===== config.mk =====
export PLATFORM = sky130hd
export DESIGN_NAME = irq_watchdog_timer
export DESIGN_NICKNAME = d
export VERILOG_FILES = /design/src/rtl/irq_watchdog_timer.sv
export SDC_FILE = /design/constraint.sdc
export NUM_CORES = 1
export LEC_CHECK = 0
export ABC_CLOCK_PERIOD_IN_PS = 2400
export BUFFER_PORTS_ARGS = -buffer_cell sky130_fd_sc_hd__clkbuf_2
export CAP_MARGIN = 20
export CORE_ASPECT_RATIO = 1.5
export CORE_MARGIN = 1
export CORE_UTILIZATION = 54
export CTS_CLUSTER_DIAMETER = 200
export DETAILED_ROUTE_END_ITERATION = 10
export GPL_ROUTABILITY_DRIVEN = 0
export GPL_TIMING_DRIVEN = 1
export PLACE_DENSITY = 0.77
export SLEW_MARGIN = 20
export SYNTH_ARGS = -nofsm -noshare
export SYNTH_HDL_FRONTEND = slang
export SYNTH_SLANG_ARGS = --single-unit

===== constraint.sdc =====
create_clock -name Clk -period 2.4 [get_ports Clk]
set_input_delay 0.24 -clock Clk [delete_from_list [all_inputs] [get_ports Clk]]
set_output_delay 0.24 -clock Clk [all_outputs]
set_load 0.02 [all_outputs]

===== src/rtl/irq_watchdog_timer.sv =====
// Periodic IRQ generator with watchdog for the Star Wars CPU board.
// Counts CPU clock enables, latches an active-low IRQ once per period and
// issues a CPU reset pulse when the watchdog is not cleared in time.
module irq_watchdog_timer #(
  parameter int unsigned PERIOD     = 12288,
  parameter int unsigned CW         = 14,
  parameter int unsigned WDOG_IRQS  = 8,
  parameter int unsigned WDOG_PULSE = 16
) (
  input  logic          Clk,
  input  logic          Reset,
  input  logic          Cen,
  input  logic          Irq_ack,
  input  logic          Wdog_clr,
  output logic          Irq_n,
  output logic          Tick,
  output logic          Wdog_reset,
  output logic [CW-1:0] Count
);

  localparam int unsigned PW = (WDOG_PULSE > 1) ? $clog2(WDOG_PULSE) : 1;

  localparam logic [CW-1:0] CountLast = CW'(PERIOD - 1);
  localparam logic [3:0]    WdogLast  = 4'(WDOG_IRQS - 1);
  localparam logic [PW-1:0] PulseLast = PW'(WDOG_PULSE - 1);

  typedef enum logic {
    StRun,
    StPulse
  } state_e;

  state_e        state_q, state_d;
  logic [CW-1:0] count_q, count_d;
  logic          irq_n_q, irq_n_d;
  logic          tick_q, tick_d;
  logic          wdog_reset_q, wdog_reset_d;
  logic [3:0]    wdog_cnt_q, wdog_cnt_d;
  logic [PW-1:0] pulse_cnt_q, pulse_cnt_d;
  logic          wrap;

  // Next-state logic for the period counter, IRQ latch, watchdog and pulse timer.
  always_comb begin
    state_d      = state_q;
    count_d      = count_q;
    irq_n_d      = irq_n_q;
    tick_d       = 1'b0;
    wdog_reset_d = wdog_reset_q;
    wdog_cnt_d   = wdog_cnt_q;
    pulse_cnt_d  = pulse_cnt_q;
    wrap         = 1'b0;

    case (state_q)
      StRun: begin
        wrap = Cen && (count_q == CountLast);
        if (Cen) begin
          count_d = wrap ? '0 : count_q + 1'b1;
        end
        tick_d = wrap;

        // Set beats acknowledge so a coincident ack never loses an interrupt.
        if (wrap) begin
          irq_n_d = 1'b0;
        end else if (Irq_ack) begin
          irq_n_d = 1'b1;
        end

        // Clear beats a coincident wrap.
        if (Wdog_clr) begin
          wdog_cnt_d = '0;
        end else if (wrap) begin
          if (wdog_cnt_q == WdogLast) begin
            state_d      = StPulse;
            wdog_reset_d = 1'b1;
            pulse_cnt_d  = '0;
            irq_n_d      = 1'b1;
          end else begin
            wdog_cnt_d = wdog_cnt_q + 4'd1;
          end
        end
      end

      StPulse: begin
        count_d = '0;
        irq_n_d = 1'b1;
        if (Cen) begin
          if (pulse_cnt_q == PulseLast) begin
            state_d      = StRun;
            wdog_reset_d = 1'b0;
            wdog_cnt_d   = '0;
            pulse_cnt_d  = '0;
          end else begin
            pulse_cnt_d = pulse_cnt_q + 1'b1;
          end
        end
      end

      default: begin
        state_d = StRun;
      end
    endcase
  end

  // State registers with synchronous active-high reset.
  always_ff @(posedge Clk) begin
    if (Reset) begin
      state_q      <= StRun;
      count_q      <= '0;
      irq_n_q      <= 1'b1;
      tick_q       <= 1'b0;
      wdog_reset_q <= 1'b0;
      wdog_cnt_q   <= '0;
      pulse_cnt_q  <= '0;
    end else begin
      state_q      <= state_d;
      count_q      <= count_d;
      irq_n_q      <= irq_n_d;
      tick_q       <= tick_d;
      wdog_reset_q <= wdog_reset_d;
      wdog_cnt_q   <= wdog_cnt_d;
      pulse_cnt_q  <= pulse_cnt_d;
    end
  end

  assign Irq_n      = irq_n_q;
  assign Tick       = tick_q;
  assign Wdog_reset = wdog_reset_q;
  assign Count      = count_q;

endmodule

# Word-level counts from Yosys, hierarchy flattened
# Cells that the tools add are included.
[word_totals]
ff_bits = 26
inputBits = 5
output_inout_bits = 17
[classes]
n_addsub = 3
n_eq_ne = 11
n_mux = 33
n_bitwise = 1
n_reduce_logical = 5
[ops]
columns = ["op", "count"]
rows = [
  ["$mux W4", 10],
  ["$mux W14", 2],
  ["$pmux W14 S2", 1],
  ["$pmux W4 S2", 2],
  ["$mux W1", 15],
  ["$add A14 B1 Y14 const B", 1],
  ["$eq A14 B14 Y1 const B", 1],
  ["$ne A2 B2 Y1 const B", 5],
  ["$add A4 B1 Y4 const B", 2],
  ["$reduce_and A4 Y1", 2],
  ["$ne A3 B3 Y1 const B", 2],
  ["$pmux W1 S2", 3],
  ["$reduce_and A5 Y1", 1],
  ["$eq A4 B3 Y1 const B", 1],
  ["$eq A4 B4 Y1 const B", 1],
  ["$ne A2 B1 Y1 const B", 1],
  ["$reduce_or A2 Y1", 1],
  ["$logic_and A1 B1 Y1", 1],
  ["$not A1 Y1", 1],
]

# Logic depth before layout (Yosys ltp)
# Gate-level depths: netlist of the first run.
[logic_depth]
word_depth = 7
mapped_depth = 7

# Worst setup path before layout of the first run
# OpenSTA, ideal clock, no wires.
[synth_path]
path_kind = "flip-flop to flip-flop"
start = "reg count_q[3], in the netlist Count[3]"
end = "reg pulse_cnt_q[0]"
setup_ns = 0.116
t_arrival_ns = 2.115
t_required_ns = 2.284
setup_slack_ns = 0.169
stages_incl_launch_ff = 6
path_buffers = 1
synth_period_minus_slack_ns = 2.231
cell_sequence = "dfxtp_1 > nand4_4 > or4_4 > buf_6 > or4_4 > a41o_1"
[synth_via]
elab_chain_cells = 4
[synth_rtl]
columns = ["item", "line", "rtl"]
rows = [
  ["start, declared", "33", "logic [CW-1:0] count_q, count_d;"],
  ["start signal, assigned", "115", "count_q <= count_d;"],
  ["$eq A14 B14 Y1", "54", "wrap = Cen && (count_q == CountLast);"],
  ["$logic_and A1 B1 Y1", "54", ""],
  ["$ne A2 B2 Y1 (no source line)", "-", ""],
  ["$reduce_and A4 Y1 (no source line)", "-", ""],
  ["end signal, assigned", "120", "pulse_cnt_q <= pulse_cnt_d;"],
  ["end, declared", "38", "logic [PW-1:0] pulse_cnt_q, pulse_cnt_d;"],
]
# Every way passes these cells.
# A chain may end at the register's enable or synchronous reset.

# Worst setup path after layout of the first run
[layout_path]
start = "reg count_q[0], in the netlist Count[0]"
end = "reg pulse_cnt_q[1]"
# The elaborated chain is that of the path after synthesis.

==> results of run 1 <==
-- layout make-up --
| type | instances | area [sq um] |
|---|---|---|
| Fill cell | 187 | 803 |
| Multi-Input combinational cell | 108 | 713 |
| Sequential cell | 26 | 520 |
| Timing Repair Buffer | 23 | 120 |
| Clock buffer | 4 | 36.3 |
| Tap cell | 23 | 28.8 |
| Inverter | 3 | 11.3 |
-- critical path: cells and delay by family, from the launching register on --
family	cells	cell delay, ns
flops	1	0.46
compound gates	1	0.25
fa+ha+maj	1	0.23
simple gates	3	1.15
-- routing by layer --
metal  vias to the layer above  GRT usage
li1                        570          -
met1                       558      0.274
met2                        39      0.442
met3                         4     0.0176
met4                         0      0.129
met5                         -          0
-- path summary, 6_finish.rpt --
check,startpoint,endpoint,slack (ns),cells past startpoint
setup / recovery,Count[0],pulse_cnt_q[1],0.22,5
hold / removal,Irq_ack,Irq_n,0.19,3
setup reg to reg,Count[0],pulse_cnt_q[1],0.22,5
hold reg to reg,wdog_cnt_q[1],wdog_cnt_q[1],0.55,2
-- synthesized netlist by cell type, drive strengths merged (4+ instances only) --
| cell type | instances |
|---|---|
| nand2 | 8 |
| nor4b | 4 |
| xor2 | 6 |
| clkbuf | 5 |
| xnor2 | 7 |
| nor3 | 6 |
| o21ai | 7 |
| nor2 | 20 |
| nand3 | 6 |
| dfxtp | 26 |
| nand4 | 7 |
-- cells by family (layout without fill, tap and decap cells) --
group	after synthesis	after routing	share of synthesized area
AND/OR/NAND/NOR	68	68	0.305
flip-flops	26	26	0.408
multiplexers	2	2	0.0157
AO/OA/AOI/OAI	22	22	0.120
buffers and inverters	9	30	0.0324
XOR/XNOR	13	13	0.0893
adder cells (fa/ha/maj)	3	3	0.0294
-- state kept, by name, summed over array words and instances, names as in the netlist --
name,count
Count,14
pulse_cnt_q,4
wdog_cnt_q,4
Irq_n,1
Tick,1
Wdog_reset,1
state_q,1
-- where the power goes --
| part | switching [mW] | internal [mW] |
|---|---|---|
| logic | 0.0215 | 0.0101 |
| registers | 0.00407 | 0.434 |
| clock network | 0.128 | 0.0929 |
==> flow_summary.ini, run 1 <==
[status]
outcome = complete, no violations

[yosys]
yosysWarnings = 0
avgSynthCellArea_sq_um = 8.92
synth_cells = 143
synth_edf_count = 0
synth_cell_types = 34
synth-seq-area-share = 0.408
synth-main-ff-cell = dfxtp_1
netlist_area_sq_mm = 0.00127
synth_area_leaders = dfxtp_1 41%, nor2_1 5.9%, xnor2_1 4.8%
async_reset_ff_frac = 0
synth.top_cell.area_share = 0.408
ys_ff_latch = 26
yosys.area.top_type = dfxtp_1
syn_nets = 151

[floorplanning]
initial_core_util = 0.571
std_cell_rows = 21
die_w_microns = 41.7
die_h_microns = 61.5
core-area_sq_mm = 0.00223
dieArea_sq_mm = 0.00256
ios = 22

[detailed_routing]
vias = 1171
post_drt_wl_per_cell_microns = 15.0
routed_wl_mm = 2.81
viasPerCell = 6.26
drc = 0
met1_length_mm = 1.08
postRouteAntennaNets = 0
top_layer = met4
firstDrtPassIters = 4
routed-wl-met3_microns = 113
dr_wl_met2_mm = 1.58
first_iter_violations = 30

[cts]
cts-root-buf = clkbuf_4
cts_tree = built
clkSlewWorstSetupHoldPaths_ns = 0.14
holdBufCountCts = 0
cts_buffers = 3
cts_setup_buffers = 0
htree_num_levels = 1
clock_latency_ns = 0.32
ctsResizeCount = 0
cts_max_path_buffers = 2
clock_sinks = 26

[critical_path]
cpMostUsedCell = or4_4
worst_ep_required_time_ns = 2.63
worst_path_max_delay_cell = or4_4
crit_chain = ha_1 -> nand3_1 -> or4_4 -> or4_4 -> a41o_1
crit_path_max_incr_delay_ns = 0.53
crit_arrival_ns = 2.41
worst_setup_path_end_kind = flop
cp_max_fo = 9
path_class = flop to flop
startpoint_type = flop

[finish]
final_common_cell = dfxtp_1
area_growth_pct = 12.2
fin_cells = 187
final_area_sq_mm = 0.00143
fin_nets = 173
final_cell_mix = 26 x dfxtp_1, 21 x clkbuf_2, 20 x nor2_1
drive_gt1_frac = 0.189
post-route-util = 0.640
diodes = 0

[hold_path]
hold_path.class = input pin to flop

[timing]
slew_viol_final = 0
setup_viol = 0
skew_ns = 0.00344
rsz0062_at_grt = no
slew_headroom = 0.613
period_share = 0.910
fin_crit_ns = 2.18
whs_ns = 0.192
setup_slack_ns = 0.216
hold_viol_final = 0
finalSetupTns_ns = 0
timing.fmax_ghz = 0.458
tightest_slew_ns = 0.580

[power_and_ir_drop]
p_per_area_mw_per_mm2 = 483
power.total_mw = 0.691
p_leak_nw = 0.576
peakVddDrop_v = 0.000334

[global_routing]
grt_max_degree = 19
grt_usage = 0.238
grt_overflow = 0
antenna_found_initial = 0
grt_pass1_vias = 1105
grt_pass1_wl_mm = 4.77

[job]
cap_violations = 0

[placed_design]
dpl_cell_area_sq_mm = 0.00139
pre_cts_ws_ns = 0.254
dp_hpwl_mm = 2.14
port_buffers = 21
dp_cells = 183
(Power assumes the default switching activity.)
==> run 2, diff against run 1 <==
CORE_ASPECT_RATIO = 1.25   (was 1.5)
==> flow_summary.ini, run 2 (same netlist as run 1, synthesis figures left out) <==
[cts]
cts_max_path_buffers = 2
ctsResizeCount = 0
cts_buffers = 3
cts_tree = built
holdBufCountCts = 0
htree_num_levels = 1
clock_sinks = 26
cts-root-buf = clkbuf_4
clock_latency_ns = 0.32
clkSlewWorstSetupHoldPaths_ns = 0.13
cts_setup_buffers = 0

[floorplanning]
die_h_microns = 56.3
initial_core_util = 0.577
dieArea_sq_mm = 0.00256
std_cell_rows = 19
ios = 22
core-area_sq_mm = 0.00221
die_w_microns = 45.5

[finish]
fin_nets = 174
drive_gt1_frac = 0.194
area_growth_pct = 13.5
multi_input_area_sq_um = 713
nFillCells = 198
seq_area_sq_um = 520
final_common_cell = dfxtp_1
largest_reg_flops = 14
final_area_sq_mm = 0.00145
diodes = 0
final_cell_mix = 26 x dfxtp_1, 21 x clkbuf_2, 20 x nor2_1

[placed_design]
dpl_cell_area_sq_mm = 0.00141
dp_hpwl_mm = 2.00
port_buffers = 21

[detailed_routing]
postRouteAntennaNets = 0
routed_wl_mm = 2.61
viasPerCell = 5.64
drc = 0
vias = 1106
post_drt_wl_per_cell_microns = 13.3
first_iter_violations = 11
firstDrtPassIters = 4

[timing]
fin_crit_ns = 2.14
rsz0062_at_grt = no
slew_headroom = 0.655
period_share = 0.890
skew_ns = 0.00107
tightest_slew_ns = 0.517
setup_viol = 0
slew_viol_final = 0
finalSetupTns_ns = 0
hold_viol_final = 0
timing.fmax_ghz = 0.468

[power_and_ir_drop]
p_per_area_mw_per_mm2 = 473
power.total_mw = 0.685
peakVddDrop_v = 0.000366
p_leak_nw = 0.581

[status]
outcome = complete, no violations

[global_routing]
antenna_found_initial = 0
grt_overflow = 0
grt_pass1_wl_mm = 4.71
grt_pass1_vias = 1121
grt_usage = 0.242
grt_max_degree = 15

[critical_path]
worst_ep_required_time_ns = 2.63
worst_setup_path_end_kind = flop
startpoint_type = flop
cp_max_fo = 9
path_class = flop to flop
crit_arrival_ns = 2.37

[hold_path]
hold_path.class = input pin to flop

[job]
cap_violations = 0
run 2: cell count changes in the layout (fill, tap and decap cells not counted):
cell and delta:
buf_4 +1
run 2: layout make-up:
cell class,count,area share
tap,31,0.0268
clock buffer,4,0.0251
multi-input combinational,108,0.493
timing repair buffer,24,0.0882
inverter,3,0.00778
sequential,26,0.360
run 2: routing by layer:
layer | track usage | wire length (microns) | up-vias
li1 | - | - | 573
met1 | 0.290 | 1100 | 500
met2 | 0.418 | 1380 | 28
met3 | 0.0193 | 76 | 5
met4 | 0.108 | 44 | 0
met5 | 0 | 0 | -
run 2: path summary, 6_finish.rpt:
kind         slack, ns              to          start  cells past startpoint
min reg2reg       0.54   wdog_cnt_q[3]  wdog_cnt_q[3]                      2
max reg2reg       0.26  pulse_cnt_q[1]       Count[0]                      5
min               0.19           Irq_n        Irq_ack                      3
max               0.26  pulse_cnt_q[1]       Count[0]                      5
run 2: worst max-delay path: stages (launching register included):
cell     delay (ns)
dfxtp_1        0.44
ha_1           0.23
nand3_1        0.11
or4_4          0.49
or4_4          0.53
a41o_1         0.24
run 2: power by group:
part           leakage (nW)  internal [mW]  switching, mW
clock                0.0210         0.0929          0.123
sequential            0.210          0.434        0.00371
combinational         0.350         0.0101         0.0206
total                 0.581          0.537          0.148
run 2: stage by stage:
step	instances	utilization	hold WS (ns)	setup slack, ns
after floorplan	143	-	0.424	0.169
after global placement	192	0.638	0.506	0.327
after detailed placement	192	0.638	0.515	0.276
after CTS	196	0.655	0.188	0.249
after global routing	196	0.655	0.216	0.142
final	196	0.655	0.194	0.263
==> run 3, diff against run 2 <==
ABC_CLOCK_PERIOD_IN_PS = 2460   (was 2400)
CORE_UTILIZATION = 58   (was 54)
PLACE_DENSITY = 0.82   (was 0.77)
clock period = 2.46 ns   (was 2.4 ns; I/O delays follow)
==> flow_summary.ini, run 3 (same netlist as run 1, synthesis figures left out) <==
[global_routing]
grt_pass1_vias = 984
antenna_found_initial = 0
grt_pass1_wl_mm = 4.04
grt_overflow = 0
grt_usage = 0.228
grt_max_degree = 19

[cts]
holdBufCountCts = 0
cts_tree = built
htree_num_levels = 1
cts_max_path_buffers = 2
clock_sinks = 26
clkSlewWorstSetupHoldPaths_ns = 0.13
cts_buffers = 3
clock_latency_ns = 0.32
cts-root-buf = clkbuf_4
cts_setup_buffers = 0
ctsResizeCount = 0

[critical_path]
path_class = flop to flop
worst_ep_required_time_ns = 2.69
r2r-end = pulse_cnt_q[0]
worst_setup_path_end_kind = flop
cp_max_fo = 9
startpoint_type = flop
crit_arrival_ns = 2.40
rrSetupSlack_ns = 0.29
reg2reg_from = Count[3]
r2r_cells = 4

[finish]
fin_nets = 172
nFillCells = 169
area_growth_pct = 11.3
seq_area_sq_um = 520
final_cell_mix = 26 x dfxtp_1, 21 x clkbuf_2, 20 x nor2_1
multi_input_area_sq_um = 713
largest_reg_flops = 14
final_common_cell = dfxtp_1
drive_gt1_frac = 0.184
diodes = 0

[status]
outcome = complete, no violations

[floorplanning]
die_h_microns = 54.4
core-area_sq_mm = 0.00203
initial_core_util = 0.629
die_w_microns = 43.9
dieArea_sq_mm = 0.00239
ios = 22
std_cell_rows = 18

[detailed_routing]
vias = 1126
routed_wl_mm = 2.63
firstDrtPassIters = 6
post_drt_wl_per_cell_microns = 14.4
first_iter_violations = 27
drc = 0
viasPerCell = 6.15
postRouteAntennaNets = 0

[timing]
hold_viol_final = 0
period_share = 0.882
setup_slack_ns = 0.291
setup_viol = 0
skew_ns = 0.00135
finalSetupTns_ns = 0
tightest_slew_ns = 0.566
slew_headroom = 0.622
slew_viol_final = 0
timing.fmax_ghz = 0.461
rsz0062_at_grt = no
fin_crit_ns = 2.17

[hold_path]
holdCritStartpoint = Irq_ack
min_path_cells = 3
hold_path.class = input pin to flop
hold_end = Irq_n

[power_and_ir_drop]
peakVddDrop_v = 0.000435
power.total_mw = 0.670
p_per_area_mw_per_mm2 = 472
p_leak_nw = 0.570

[placed_design]
pre_cts_ws_ns = 0.312
dp_hpwl_mm = 1.95
port_buffers = 21

[job]
cap_violations = 0
## run 3: layout make-up
cell class                      instances  share of cell area
Sequential cell                        26               0.367
Tap cell                               20              0.0176
Multi-Input combinational cell        108               0.503
Clock buffer                            4              0.0256
Timing Repair Buffer                   22              0.0794
Inverter                                3             0.00794
## run 3: power breakdown
part / internal (mW) / switching [mW] / total (mW)
Sequential: 0.424 / 0.00338 / 0.427
Clock: 0.0906 / 0.122 / 0.212
Combinational: 0.00986 / 0.0206 / 0.0304
Total: 0.524 / 0.145 / 0.670
## run 3: worst max path at each step
stage | from | depth (start not counted) | to | slack [ns]
final | Count[3] | 4 | pulse_cnt_q[0] | 0.29
after global routing | Count[3] | 4 | pulse_cnt_q[0] | 0.20
after CTS | Count[3] | 4 | pulse_cnt_q[0] | 0.29
after detailed placement | Count[3] | 4 | pulse_cnt_q[0] | 0.31
after global placement | Count[3] | 4 | pulse_cnt_q[0] | 0.39
after floorplan | Count[3] | 5 | pulse_cnt_q[0] | 0.23
## run 3: layer usage
layer  part of all wire  vias up  global-route usage
met5                  0        -                   0
met4              0.023        0               0.146
met3              0.031        7              0.0231
met2               0.51       29               0.405
met1               0.44      519               0.261
li1                   -      571                   -
## run 3: critical path: stages, from the launching register on
cell,delay [ns]
dfxtp_1,0.49
nand4_4,0.19
or4_4,0.62
or4_4,0.53
a41o_1,0.25
## run 3: per-stage QoR
step	hold slack, ns	utilization	area (sq um)	instances
after global placement	0.502	0.682	1380	179
after CTS	0.216	0.700	1420	183
after global routing	0.222	0.700	1420	183
after detailed placement	0.507	0.682	1380	179
after floorplan	0.430	-	1270	143
final	0.212	0.700	1420	183
